**config.mk**
```make
export PLATFORM = sky130hd
export DESIGN_NAME = meas_frame_sequencer
export DESIGN_NICKNAME = d
export VERILOG_FILES = /design/src/rtl/meas_frame_sequencer.sv
export SDC_FILE = /design/constraint.sdc
export NUM_CORES = 1
export LEC_CHECK = 0
export BUFFER_PORTS_ARGS = -buffer_cell sky130_fd_sc_hd__buf_4
export CORE_UTILIZATION = 47
export CTS_CLUSTER_SIZE = 25
export DETAILED_ROUTE_END_ITERATION = 10
export GPL_TIMING_DRIVEN = 0
export PLACE_DENSITY = 0.74
export SYNTH_ARGS = -nofsm -noshare
export SYNTH_HDL_FRONTEND = slang
export SYNTH_SLANG_ARGS = --single-unit
```
**constraint.sdc**
```tcl
create_clock -name clock -period 6.2 [get_ports clock]
set_input_delay 1.24 -clock clock [delete_from_list [all_inputs] [get_ports clock]]
set_output_delay 1.24 -clock clock [all_outputs]
set_load 0.005 [all_outputs]
```
**src/rtl/meas_frame_sequencer.sv**
```systemverilog
`timescale 1ns/1ps
// Frame sequencer: snapshots freq1/freq2/imp on sec and streams a 6-word
// frame (HEADER, SEQ, F1, F2, IMP, SUM) over a 16-bit valid/ready link.
// Ports: clock/reset (async, active-high), sec/msec strobes, enable,
//   freq1/freq2/imp inputs, tx_data/tx_valid/tx_ready stream,
//   frame_busy, frame_cnt, overrun_cnt, abort_cnt status outputs.
module meas_frame_sequencer #(
    parameter logic [15:0] HEADER     = 16'hA55A,
    parameter int unsigned TIMEOUT_MS = 2000
) (
    input  logic        clock,
    input  logic        reset,
    input  logic        sec,
    input  logic        msec,
    input  logic        enable,
    input  logic [15:0] freq1,
    input  logic [15:0] freq2,
    input  logic [15:0] imp,
    output logic [15:0] tx_data,
    output logic        tx_valid,
    input  logic        tx_ready,
    output logic        frame_busy,
    output logic [7:0]  frame_cnt,
    output logic [7:0]  overrun_cnt,
    output logic [7:0]  abort_cnt
);

    typedef enum logic [2:0] {
        IDLE, CAPTURE, HDR, SEQ, F1, F2, IMP, SUM
    } state_t;

    // Abort fires on the msec that would bring the counter to TIMEOUT_MS.
    localparam logic [15:0] TO_LAST = 16'(TIMEOUT_MS - 1);

    state_t      state_q;
    logic [15:0] tx_data_q;
    logic        tx_valid_q;
    logic        busy_q;
    logic [7:0]  frame_cnt_q;
    logic [7:0]  overrun_q;
    logic [7:0]  abort_q;
    logic [15:0] sh_f1_q;
    logic [15:0] sh_f2_q;
    logic [15:0] sh_imp_q;
    logic [15:0] sum_q;
    logic [15:0] to_q;

    logic        xfer;
    logic        stalled;
    logic [15:0] seq_word;

    assign xfer     = tx_valid_q && tx_ready;
    assign stalled  = tx_valid_q && !tx_ready;
    assign seq_word = {frame_cnt_q, 8'h03};

    always_ff @(posedge clock or posedge reset) begin
        if (reset) begin
            state_q     <= IDLE;
            tx_data_q   <= '0;
            tx_valid_q  <= 1'b0;
            busy_q      <= 1'b0;
            frame_cnt_q <= '0;
            overrun_q   <= '0;
            abort_q     <= '0;
            sh_f1_q     <= '0;
            sh_f2_q     <= '0;
            sh_imp_q    <= '0;
            sum_q       <= '0;
            to_q        <= '0;
        end else begin
            // Any sec seen while a frame is in flight is dropped and counted.
            if (sec && state_q != IDLE && overrun_q != 8'hFF)
                overrun_q <= overrun_q + 8'd1;

            unique case (state_q)
                IDLE: begin
                    if (sec && enable) begin
                        state_q <= CAPTURE;
                        busy_q  <= 1'b1;
                    end
                end
                CAPTURE: begin
                    sh_f1_q    <= freq1;
                    sh_f2_q    <= freq2;
                    sh_imp_q   <= imp;
                    tx_data_q  <= HEADER;
                    tx_valid_q <= 1'b1;
                    sum_q      <= HEADER;
                    to_q       <= '0;
                    state_q    <= HDR;
                end
                HDR: if (xfer) begin
                    tx_data_q <= seq_word;
                    sum_q     <= sum_q + seq_word;
                    state_q   <= SEQ;
                end
                SEQ: if (xfer) begin
                    tx_data_q <= sh_f1_q;
                    sum_q     <= sum_q + sh_f1_q;
                    state_q   <= F1;
                end
                F1: if (xfer) begin
                    tx_data_q <= sh_f2_q;
                    sum_q     <= sum_q + sh_f2_q;
                    state_q   <= F2;
                end
                F2: if (xfer) begin
                    tx_data_q <= sh_imp_q;
                    sum_q     <= sum_q + sh_imp_q;
                    state_q   <= IMP;
                end
                IMP: if (xfer) begin
                    // Sum already includes IMP, added when IMP was loaded.
                    tx_data_q <= sum_q;
                    state_q   <= SUM;
                end
                SUM: if (xfer) begin
                    tx_valid_q  <= 1'b0;
                    frame_cnt_q <= frame_cnt_q + 8'd1;
                    busy_q      <= 1'b0;
                    state_q     <= IDLE;
                end
            endcase

            // Word timeout; a transfer implies tx_ready=1, so it never
            // coincides with a stalled msec and always wins.
            if (xfer) begin
                to_q <= '0;
            end else if (stalled && msec) begin
                if (to_q == TO_LAST) begin
                    tx_valid_q <= 1'b0;
                    busy_q     <= 1'b0;
                    state_q    <= IDLE;
                    to_q       <= '0;
                    if (abort_q != 8'hFF)
                        abort_q <= abort_q + 8'd1;
                end else begin
                    to_q <= to_q + 16'd1;
                end
            end
        end
    end

    assign tx_data     = tx_data_q;
    assign tx_valid    = tx_valid_q;
    assign frame_busy  = busy_q;
    assign frame_cnt   = frame_cnt_q;
    assign overrun_cnt = overrun_q;
    assign abort_cnt   = abort_q;

endmodule

```
==> results of run 1 <==
## placed cells by master (no fill, tap or decap), drive strengths merged, types with 22 or more instances in the layout
cell and n:
ha 22, buf 110, clkbuf 33, a21oi 37, xnor2 22, o21ai 37
nand2 55, mux2 53, mux2i 23, dfrtp 125, nor2 76
## power breakdown
part	switching, mW	internal, mW
Sequential	0.187	1.09
Clock	0.366	0.691
Combinational	0.735	0.627
## cells by family (layout without fill, tap and decap cells)
| logic type | after synthesis | in the layout | share of synthesized area |
|---|---|---|---|
| AOI/OAI and AO/OA | 141 | 141 | 0.1396 |
| xor gates and xnor gates | 38 | 38 | 0.05038 |
| adders and majority gates | 23 | 23 | 0.04470 |
| buffers and inverters | 36 | 164 | 0.02405 |
| DFF | 125 | 125 | 0.4735 |
| muxes | 76 | 76 | 0.1258 |
| and+or+nand+nor | 197 | 197 | 0.1420 |
## state kept, by name, indices dropped and copies added, names as in the netlist
register,cells
tx_valid,1
sum_q,16
tx_data,16
overrun_cnt,8
sh_f1_q,16
to_q,16
frame_cnt,8
state_q,3
sh_f2_q,16
sh_imp_q,16
frame_busy,1
abort_cnt,8
## synth_stat cells (3+ instances only)
cell type,count,area share
nand2b_1,5,0.0047
o21ai_0,35,0.027
and2_1,3,0.0028
mux2_2,52,0.089
a31oi_1,7,0.0066
xor2_1,16,0.021
inv_1,10,0.0057
ha_1,22,0.042
a21o_1,9,0.010
a21boi_0,3,0.0034
nand4_1,12,0.011
and3_1,12,0.011
o31ai_1,6,0.0068
dfrtp_1,125,0.47
buf_2,10,0.0076
nand3_1,10,0.0076
a21oi_1,36,0.027
nand2_1,53,0.030
mux2i_1,23,0.035
o21a_1,4,0.0045
xnor2_1,22,0.029
a22o_1,9,0.012
o32a_1,6,0.0091
nor3_1,4,0.0030
a211oi_1,5,0.0057
nor2_1,74,0.042
clkbuf_1,12,0.0068
or3_1,3,0.0028
o211ai_1,3,0.0034
## metal layers
layer | GRT usage | share of wire
met1 | 0.3056 | 0.42
met5 | 0 | 0
met2 | 0.4012 | 0.49
met3 | 0.07170 | 0.072
met4 | 0.09568 | 0.021
## worst max-delay path, delay by kind of cell, from the launching register on
family,cells,cell delay (ps)
AO/OA/AOI/OAI,4,810
adder cells (fa/ha/maj),3,830
buffers and inverters,5,1380
AND/OR/NAND/NOR,4,920
flip-flops,1,440
## layout make-up
| cell class | count | share of cell area |
|---|---|---|
| Timing Repair Buffer | 96 | 0.09037 |
| Buffer | 26 | 0.01481 |
| Multi-Input combinational cell | 475 | 0.4050 |
| Inverter | 10 | 0.005190 |
| Tap cell | 176 | 0.02687 |
| Sequential cell | 125 | 0.3816 |
| Clock inverter | 11 | 0.02000 |
| Clock buffer | 21 | 0.05617 |
## per-stage QoR
step	hold slack (ps)	instance area, sq um
3_3_place_gp	474.5	7540
2_1_floorplan	462.2	6606
6_report	495.0	8197
4_1_cts	499.7	8197
3_5_place_dp	489.9	7572
5_1_grt	510.3	8197
## worst min-delay path by stage
stage | cells past startpoint | from | slack [ps] | endpoint
final | 2 | tx_data[5] | 500 | tx_data[5]
after global routing | 1 | sh_f2_q[9] | 510 | sh_f2_q[9]
after CTS | 1 | overrun_cnt[4] | 500 | overrun_cnt[4]
after detailed placement | 2 | tx_data[5] | 490 | tx_data[5]
after global placement | 2 | tx_data[2] | 470 | tx_data[2]
after floorplan | 1 | to_q[2] | 460 | to_q[2]
==> results.md, run 1 <==
* Power Dens Cells at 450.9 nW/um^2
* Reg2Reg Setup Slack at 1690 ps
* Post-CTS setup buffers at 0
* Pre-CTS WS at 1794 ps
* Final #Nets at 828
* Final WL at 16490 microns
* Setup Total Neg Slack at 0 ps
* Clock transition at path regs at 60 ps
* Max incr delay on CP at 490 ps
* Routability cong. at 0.9039
* Die Width at 120.6 microns
* Placed Cells at 908
* Area of the multi-input gates at 3319 sq um
* Achievable Freq at 222.0 MHz
* Worst Path Required at 6510 ps
* Fill cells at 1105
* Worst skew pair latency at 430 ps
* Fin cells at 940
* Mapped Avg Cell Area at 10.39 sq um
* Crit path DAT at 4810 ps
* Via/cell ratio at 5.678
* Drt pass-1 iters at 4
* DP HPWL at 11880 microns
* Ys async rst share at 1.000
* CTS Buffer Depth at 2
* Crit path launch type: flip-flop
* Iter 0 DRT Violations at 317
* Vias in the first global route at 5567
* RSZ-0062 raised after global routing: false
* Total track usage at 0.2453
* Routed Antenna Nets at 0
* Critical path endpoint: sum_q[12]
* Synth warn at 0
* Initial core utilization at 0.4911
* First-pass GRT wire length at 27390 microns
* Most used cell, CP: clkbuf_1
* Vias at 5337
* Fin. max-slew vios at 0
* Core outline area at 13450 sq um
* Register area at 3128 sq um
* Critical Path Source: state_q[1]
* Min cycle time layout at 4505 ps
* Netlist cell types at 67
* Antenna violations before repair at 0
* Routed wire length per instance at 17.54 microns
* CTS Buf Count at 17
* Chip Height at 120.6 microns
* Endpoint type of the worst setup path: flip-flop
* Pwr Total at 3.696 mW
* Crit Path Category: reg -> reg
* Final Hold Vio Count at 0
* R2R Path Start: state_q[1]
* Die area at 14530 sq um
* Critical-path maximum fanout at 10
* Status: complete, no violations
* Leak at 3.770 nW
* Synthesized area at 6606 sq um
* Post-synth EDFFs at 0
* Max cap viols at 0
* Worst reg2reg path endpoint: sum_q[12]
* Top_reg_cell synth: dfrtp_1
* # diodes at 0
* Period utilization at 0.7266
* Fin worst setup slack at 1695 ps
* IO buf count at 95
* Layout cells sized above 1 at 0.2696
* Ports at 96
* Slowest cell on the critical path: or4_1
* Syn Nets at 713
* Grt total ovfl at 0
* CTS tree: yes
* Sequential area share after synthesis at 0.4735
* CTS Hold Buffers Added at 0
* FP Rows at 42
* CTS-repair resized insts at 0
* Syn Inst Count at 636
* Worst-path cell chain: buf_2 > inv_1 > ha_1 > clkbuf_1 > or2_1 > clkbuf_1 > clkbuf_1 > nand2_1 > ha_1 > fa_1 > a21o_1 > a21oi_2 > o21ai_2 > and3_4 > or4_1 > a32o_1
* Finish-stage setup viols at 0
* CTS H-tree depth at 4
* Hold Crit Class: reg -> reg
* Final core occ at 0.6093
* Layout area overhead at 24.07%
* Reg2reg path depth at 16
* DR DRC count at 0
* CTS root buf: clkbuf_16
* Largest net degree at the start of global routing at 81
* Max Clock Skew at 8.469 ps
* VDD IR-drop max at 0.0002333 V
* Slew HR at 0.3375
* Synthesized flop and latch total at 125
* Worst-Margin Slew at 993.8 ps
* Clock sink total at 125
(Power assumes the default switching activity.)
==> run 2, diff against run 1 <==
==> constraint.sdc (replaced) <==
create_clock -name clock -period 4.63 [get_ports clock]
set_input_delay 0.926 -clock clock [delete_from_list [all_inputs] [get_ports clock]]
set_output_delay 0.926 -clock clock [all_outputs]
set_load 0.005 [all_outputs]
==> results.md, run 2 (same netlist as run 1, synthesis figures left out) <==
* Max Clock Skew at 7.982 ps
* Final WL at 16470 microns
* Worst Path Required at 4940 ps
* Crit Path Category: reg -> reg
* Vias in the first global route at 5567
* Critical Path Source: state_q[1]
* Setup Total Neg Slack at 0 ps
* Final #Nets at 827
* Grt total ovfl at 0
* Status: complete, no violations
* Pre-CTS WS at 224.3 ps
* RSZ-0062 raised after global routing: false
* Die Width at 120.6 microns
* Leak at 3.772 nW
* Critical-path maximum fanout at 10
* Core outline area at 13450 sq um
* Min cycle time layout at 4242 ps
* CTS root buf: clkbuf_16
* # diodes at 0
* Final Hold Vio Count at 0
* Finish-stage setup viols at 0
* Register area at 3128 sq um
* Via/cell ratio at 5.666
* CTS Buf Count at 17
* Crit path DAT at 4550 ps
* Area of the multi-input gates at 3319 sq um
* Final instance area at 8194 sq um
* CTS Buffer Depth at 2
* CTS-repair resized insts at 0
* Routed Antenna Nets at 0
* Post-CTS setup buffers at 0
* Die area at 14530 sq um
* R2R Path Start: state_q[1]
* IO buf count at 95
* Reg2Reg Setup Slack at 390 ps
* Worst skew pair latency at 430 ps
* Vias at 5320
* CTS tree: yes
* DR DRC count at 0
* Fin worst setup slack at 387.6 ps
* Chip Height at 120.6 microns
* Layout area overhead at 24.03%
* Total track usage at 0.2453
* First-pass GRT wire length at 27390 microns
* Max cap viols at 0
* Power Dens Cells at 603.8 nW/um^2
* Worst-Margin Slew at 1008 ps
* Crit path launch type: flip-flop
* Period utilization at 0.9163
* Clock sink total at 125
* Routability cong. at 0.9039
* CTS Hold Buffers Added at 0
* Achievable Freq at 235.7 MHz
* Fill cells at 1104
* Initial core utilization at 0.4911
* Hold wc startpoint: tx_data[5]
* Hold Crit Class: reg -> reg
* Placed cell areas at 7572 sq um
* Slew HR at 0.3283
* Fin. max-slew vios at 0
* Endpoint type of the worst setup path: flip-flop
* DP HPWL at 11880 microns
* Ports at 96
* Largest net degree at the start of global routing at 81
* Clock transition at path regs at 60 ps
* FP Rows at 42
* Antenna violations before repair at 0
* Pwr Total at 4.948 mW
* Iter 0 DRT Violations at 344
* Most common cell after layout, fill and taps aside: dfrtp_1
* VDD IR-drop max at 0.0003132 V
* Routed wire length per instance at 17.54 microns
* Layout cells sized above 1 at 0.2713
* Drt pass-1 iters at 6
* CTS H-tree depth at 4
* Most frequent cells in the layout: dfrtp_1 (125), buf_4 (96), nor2_1 (74)
## run 2: cell types whose count changed in the layout (fill, tap and decap cells not counted), sizes merged
cell / before / now
clkbuf: 33 / 32
## run 2: power breakdown
group          switching, mW  internal [mW]  total (mW)
registers              0.250           1.46        1.71
clock network          0.490          0.926        1.42
logic                  0.984          0.839        1.82
total                   1.72           3.22        4.95
## run 2: layout make-up
cell class | instances | area share
flip-flops and latches | 125 | 0.3817
multi-input cells | 475 | 0.4051
clock buffers | 21 | 0.05619
repair buffers | 96 | 0.09040
inverters | 10 | 0.005192
well taps | 176 | 0.02687
plain buffers | 25 | 0.01451
clock inverters | 11 | 0.02000
## run 2: through the flow
step / cells / util / hold WS, ps
after global placement: 907 / 0.5605 / 474.5
after global routing: 939 / 0.6091 / 510.3
final: 939 / 0.6091 / 494.2
after floorplan: 636 / - / 462.2
after detailed placement: 908 / 0.5629 / 489.9
after CTS: 940 / 0.6093 / 499.7
## run 2: worst paths after layout
path,endpoint,cells past startpoint
min,tx_data[5],2
max in group asynchronous,tx_data[6],3
max,sum_q[12],15
max reg2reg,sum_q[12],15
min reg2reg,tx_data[5],2
min in group asynchronous,overrun_cnt[6],2
## run 2: worst max-delay path: stages, from the launching register on
cell,delay [ps]
dfrtp_1,440
buf_2,210
inv_1,170
ha_1,170
clkbuf_1,290
or2_1,340
clkbuf_2,300
nand2_1,90
ha_1,230
fa_1,420
a21o_1,190
a21oi_2,220
o21ai_2,120
and3_4,170
or4_1,490
a32o_1,270
## run 2: layer usage
layer  vias to the layer above  wire, microns  part of all wire  global-route usage
met3                        26           1195             0.073             0.07170
met1                      2579           6952              0.42              0.3056
met2                       192           7991              0.49              0.4012
li1                       2523              -                 -                   -
met4                         0            333             0.020             0.09568
met5                         -              0                 0                   0
